`config.mk`:
```
export PLATFORM = sky130hd
export DESIGN_NAME = mux_n_1_reg
export DESIGN_NICKNAME = d
export VERILOG_FILES = /design/src/rtl/mux_n_1_reg.sv
export SDC_FILE = /design/constraint.sdc
export NUM_CORES = 1
export LEC_CHECK = 0
export CAP_MARGIN = 20
export CELL_PAD_IN_SITES_DETAIL_PLACEMENT = 0
export CELL_PAD_IN_SITES_GLOBAL_PLACEMENT = 1
export CORE_MARGIN = 8
export CORE_UTILIZATION = 28
export DETAILED_ROUTE_END_ITERATION = 10
export PLACE_DENSITY_LB_ADDON = 0.12
export SYNTH_ARGS = -nofsm -noshare
export SYNTH_HDL_FRONTEND = slang
export SYNTH_SLANG_ARGS = --single-unit
```
`constraint.sdc`:
```
create_clock -name clk -period 3.45 [get_ports clk]
set_clock_uncertainty 0.05 [all_clocks]
set_input_delay 0.5175 -clock clk [delete_from_list [all_inputs] [get_ports clk]]
set_output_delay 0.5175 -clock clk [all_outputs]
set_load 0.02 [all_outputs]
```
`src/rtl/mux_n_1_reg.sv`:
```
// N:1 registered multiplexer with valid/ready on every input and the output;
// explicit select (MODE=0) or round-robin (MODE=1). MUX_SEL_CHECK_EN enables sel_err.
module mux_n_1_reg #(
    parameter int unsigned WIDTH  = 32,
    parameter int unsigned NUM_IN = 4,
    parameter int unsigned SEL_W  = 2,
    parameter int unsigned MODE   = 0
) (
    input  logic                    clk,
    input  logic                    rst,
    input  logic [NUM_IN*WIDTH-1:0] in_data,
    input  logic [NUM_IN-1:0]       in_valid,
    output logic [NUM_IN-1:0]       in_ready,
    input  logic [SEL_W-1:0]        sel,
    output logic [WIDTH-1:0]        out_data,
    output logic                    out_valid,
    input  logic                    out_ready,
    output logic [SEL_W-1:0]        out_src,
    output logic                    sel_err
);

    localparam logic [SEL_W:0]   NumInW  = (SEL_W+1)'(NUM_IN);
    localparam logic [SEL_W-1:0] LastIdx = SEL_W'(NUM_IN - 1);

    logic             out_valid_q;
    logic [WIDTH-1:0] out_data_q;
    logic [SEL_W-1:0] out_src_q;
    logic [SEL_W-1:0] rr_ptr_q;

    logic             sel_in_range;
    logic             load_en;
    logic             grant_vld;
    logic [SEL_W-1:0] grant_idx;
    logic             xfer;
    logic [WIDTH-1:0] data_mux;

    assign sel_in_range = ({1'b0, sel} < NumInW);
    assign load_en      = !out_valid_q || out_ready;

    // Round-robin: inputs above the pointer first, then wrap to those at or below it.
    always_comb begin
        grant_vld = 1'b0;
        grant_idx = '0;
        if (MODE == 0) begin
            grant_vld = sel_in_range;
            grant_idx = sel;
        end else begin
            for (int i = 0; i < NUM_IN; i++) begin
                if (!grant_vld && in_valid[i] && (SEL_W'(i) > rr_ptr_q)) begin
                    grant_vld = 1'b1;
                    grant_idx = SEL_W'(i);
                end
            end
            for (int i = 0; i < NUM_IN; i++) begin
                if (!grant_vld && in_valid[i] && (SEL_W'(i) <= rr_ptr_q)) begin
                    grant_vld = 1'b1;
                    grant_idx = SEL_W'(i);
                end
            end
        end
    end

    // rst gates ready so nothing is accepted while the register is being cleared.
    always_comb begin
        in_ready = '0;
        for (int i = 0; i < NUM_IN; i++) begin
            in_ready[i] = !rst && load_en && grant_vld && (grant_idx == SEL_W'(i));
        end
    end

    assign xfer = |(in_ready & in_valid);

    always_comb begin
        data_mux = '0;
        for (int i = 0; i < NUM_IN; i++) begin
            if (grant_idx == SEL_W'(i)) begin
                data_mux = in_data[i*WIDTH +: WIDTH];
            end
        end
    end

    always_ff @(posedge clk or posedge rst) begin
        if (rst) begin
            out_valid_q <= 1'b0;
            out_data_q  <= '0;
            out_src_q   <= '0;
            rr_ptr_q    <= LastIdx;
        end else begin
            if (xfer) begin
                out_valid_q <= 1'b1;
                out_data_q  <= data_mux;
                out_src_q   <= grant_idx;
                rr_ptr_q    <= grant_idx;
            end else if (out_valid_q && out_ready) begin
                out_valid_q <= 1'b0;
            end
        end
    end

    assign out_valid = out_valid_q;
    assign out_data  = out_data_q;
    assign out_src   = out_src_q;

`ifdef MUX_SEL_CHECK_EN
    logic sel_err_d;
    logic sel_err_q;

    assign sel_err_d = (MODE == 0) && !sel_in_range && (|in_valid);

    always_ff @(posedge clk or posedge rst) begin
        if (rst) begin
            sel_err_q <= 1'b0;
        end else begin
            sel_err_q <= sel_err_d;
        end
    end

    assign sel_err = sel_err_q;

`ifndef SYNTHESIS
    always @(posedge clk) begin
        if (!rst && sel_err_d && !sel_err_q) begin
            $display("WARNING %m: select %0d out of range (NUM_IN=%0d)", sel, NUM_IN);
        end
    end
`endif
`else
    assign sel_err = 1'b0;
`endif

endmodule

```
# --- Word-level counts from Yosys, hierarchy flattened ---
# Cells that the tools add are included.
op_classes:
  eq_ne: 3
  n_mux: 6
  bitwise_logic: 1
  reduce_logical: 12
op_table:
  columns: ["cell", "n"]
  rows:
  - ["two-way mux 32 bit", 4]
  - ["logical AND 1 bit", 6]
  - ["AND 4 bit", 1]
  - ["== test 2 bit, second input constant", 2]
  - ["OR reduction 4 bit", 1]
  - ["== test 2 x 1 -> 1 bit, second input constant", 1]
  - ["zero test 1 bit", 2]
  - ["zero test 2 bit", 1]
  - ["two-way mux 1 bit", 2]
  - ["nonzero test 2 bit", 1]
  - ["logical OR 1 bit", 1]
totals:
  register_bits: 35
  inputBits: 137
  output_inout_bits: 40

# --- Depth between registers and ports, before layout ---
depth:
  depth_word: 7
  mapped_depth: 5
  depth_no_buf: 3

# --- Worst setup path after synthesis ---
# OpenSTA, ideal clock, no wires.
synth_timing:
  path_kind: "in2out"
  startpoint: "input port rst"
  endpoint: "output port in_ready[0]"
  arrival_time_ns: 2.093
  setup_slack_ns: 0.790
  stages: 3
  n_path_buf: 0
  path_cell_list: "inv_1 > nand2_1 > nor3_1"
synth_via:
  elab_chain_cells: 3
synth_rtl:
  columns: ["item", "line_no", "source"]
  rows:
  - ["from (decl)", "10", "input logic rst,"]
  - ["zero test 1 bit", "67", "in_ready[i] = !rst && load_en && grant_vld && (grant_idx == SEL_W'(i));"]
  - ["logical AND 1 bit (2 in a row)", "67", null]
  - ["to (decl)", "13", "output logic [NUM_IN-1:0] in_ready,"]
# Every way passes these cells.

# --- Worst setup path in the final report ---
layout_timing:
  startpoint: "input port rst"
  endpoint: "output port in_ready[3]"
# The elaborated chain is that of the path after synthesis.

==> results.sh <==
export IMPL_status="complete, no violations"
export IMPL_r2r_end="out_data[16]$_DFFE_PP0P_"
export IMPL_p_leak_uw=0.00174
export IMPL_synth_compound_area_share_pct=1.57
export IMPL_internal_power_uw=1250
export IMPL_synth_xor_area_share_pct=0
export IMPL_post_cts_buffers=0
export IMPL_dp_cells=407
export IMPL_p_seq_share_pct=33.1
export IMPL_grt_usage_pct=13.6
export IMPL_die_h_um=108
export IMPL_hold_slack_ns=0.460
export IMPL_relSlewSlack_pct=54.4
export IMPL_drive_above_1_share_pct=24.8
export IMPL_power_density_nw_per_um2=418
export IMPL_synthMuxAreaShare_pct=53.3
export IMPL_drc=0
export IMPL_synthCells=135
export IMPL_clock_latency_ns=0.28
export IMPL_initial_utilization_pct=28.9
export IMPL_whs_endpoint="out_data[6]$_DFFE_PP0P_"
export IMPL_grt_ovfl_total=0
export IMPL_num_rows=33
export IMPL_period_share_pct=80.3
export IMPL_synthesis_nets=272
export IMPL_ctsHoldBuffers=0
export IMPL_core_area_um2=8260
export IMPL_cts_root_buffer="clkbuf_8"
export IMPL_viasPerCell=4.72
export IMPL_port_buffers=175
export IMPL_final_min_clock_period_ns=2.77
export IMPL_min_path_cells=1
export IMPL_routed_via_count=1960
export IMPL_comb_power_share_pct=48.9
export IMPL_syn_cell_area_um2=2390
export IMPL_worstPathArrival_ns=2.20
export IMPL_power_uw=1780
export IMPL_synth_top_family_by_area="multiplexers"
export IMPL_grt_util_met1_pct=15.0
export IMPL_hold_class="reg -> reg"
export IMPL_timing_fmax_mhz=361
export IMPL_vdd_ir_drop_worst_mv=0.140
export IMPL_swShare_pct=30.0
export IMPL_wl_per_cell_um=19.0
export IMPL_drv_slew=0
export IMPL_most_common_layout_cells="clkdlybuf4s50_1 (173), dfrtp_1 (35), mux2_4 (29)"
export IMPL_synth_simple_gate_area_share_pct=2.41
export IMPL_gp_congestion=0.763
export IMPL_worst_slew_pin_slew_ns=0.684
export IMPL_met2_usage_pct=22.8
export IMPL_critPathLaunchType="primary input"
export IMPL_synth_distinct_cells=21
export IMPL_diodes=0
export IMPL_final_common_cell="clkdlybuf4s50_1"
export IMPL_clkTransAtPathRegs_ns=0.06
export IMPL_hold_viol=0
export IMPL_yosysSeqAreaShare_pct=36.6
export IMPL_end_kind="output pin"
export IMPL_yosys_register_bits=35
export IMPL_wirelength_mm=7.89
export IMPL_cts_tree="yes"
export IMPL_setup_viol=0
export IMPL_rsz0062_at_grt="false"
export IMPL_post_cts_resized=0
export IMPL_crit_path_max_fanout=14
export IMPL_grt_busiest_layer="met2"
export IMPL_tns_ns=0
export IMPL_dp_hpwl_mm=6.48
export IMPL_grt_pass1_vias=2346
export IMPL_io_pins=177
export IMPL_grt_max_degree=34
export IMPL_r2r_cells=3
export IMPL_nets=446
export IMPL_antenna_found_initial=0
export IMPL_min_delay_start="out_data[6]$_DFFE_PP0P_"
export IMPL_reg2reg_from="out_valid$_DFFE_PP0P_"
export IMPL_fp_dieW_um=108
export IMPL_area_growth_pct=78.4
export IMPL_initialDrtViolationCount=40
export IMPL_clkPwrFrac_pct=18.0
export IMPL_firstDrtPassIters=4
export IMPL_synth_fa_ha_area_share_pct=0
export IMPL_cts_sinks=35
export IMPL_cap_violations=0
export IMPL_cp_required_ns=2.88
export IMPL_die_area_um2=11700
export IMPL_p_switching_uw=534
export IMPL_yosys_warnings=0
export IMPL_postSynthAreaPerCell_um2=17.7
export IMPL_rrSetupSlack_ns=1.60
export IMPL_grt_pass1_wl_mm=12.4
export IMPL_numCtsBuffers=5
export IMPL_ant_nets=0
export IMPL_post_layout_nonfiller_instances=415
export IMPL_h_tree_depth=2
export IMPL_clockBufferDepth=2
export IMPL_path_class="in -> out"
export IMPL_global_route_usage_met3_pct=6.78
power by group through the flow:
stage | registers, uW | clock network, uW | logic (uW)
floorplan | 734 | 0 | 302
global placement | 591 | 0 | 883
detailed placement | 594 | 0 | 884
CTS | 590 | 339 | 887
global route | 604 | 361 | 925
finish | 589 | 321 | 872
layout make-up:
class                      count  area [um2]
inverter                       3        11.3
timing repair buffer         179        1770
multi-input combinational     85        1370
fill                         741        4000
clock buffer                   8         100
sequential                    35         876
tap                          105         131
worst max path at each step:
stage                   to  from  cells after the start  slack, ns
6_report       in_ready[3]   rst                      5       0.68
5_1_grt        in_ready[2]   rst                      5       0.51
4_1_cts        in_ready[3]   rst                      5       0.65
3_5_place_dp   in_ready[3]   rst                      5       0.64
3_3_place_gp   in_ready[1]   rst                      5       0.70
2_1_floorplan  in_ready[0]   rst                      3       0.79
routing by layer:
| layer | vias up | part of all wire [%] |
|---|---|---|
| met5 | - | 0 |
| met4 | 0 | 0.86 |
| met3 | 6 | 12 |
| met2 | 102 | 48 |
| met1 | 955 | 39 |
| li1 | 897 | - |
Yosys cell counts:
cell type	instances	area share, %
buf_4	1	0.31
a31oi_1	2	0.52
nand2b_1	1	0.26
mux2i_1	2	0.84
buf_12	3	2.5
nand2_1	2	0.31
buf_6	4	1.9
mux4_2	28	26
dfrtp_1	35	37
inv_1	3	0.47
nor2b_1	1	0.26
mux4_1	5	5.5
buf_2	2	0.42
mux2_4	29	18
mux2_2	5	2.4
clkbuf_1	2	0.31
conb_1	1	0.16
o31ai_1	2	0.63
o21ai_0	2	0.42
nand3_4	1	0.73
nor3_1	4	0.84
kinds of logic after synthesis:
group,Yosys count
muxes,69
other,1
DFF,35
AOI/OAI and AO/OA,6
and+or+nand+nor,9
buffers and inverters,15
sequential cells by signal (all words and copies together) (netlist names):
register and count:
out_data 32, out_valid 1, out_src 2
worst max-delay path: stages:
cell             delay (ns)
clkdlybuf4s50_1        0.45
inv_2                  0.26
nand2_1                0.16
nor3_1                 0.17
clkdlybuf4s50_1        0.65
through the flow:
step	util, %	setup slack, ns	cell area (um2)
5_1_grt	51.6	0.507	4260
2_1_floorplan	-	0.790	2390
3_3_place_gp	50.4	0.697	4160
6_report	51.6	0.680	4260
3_5_place_dp	50.4	0.640	4160
4_1_cts	51.6	0.652	4260
(Power assumes the default switching activity.)
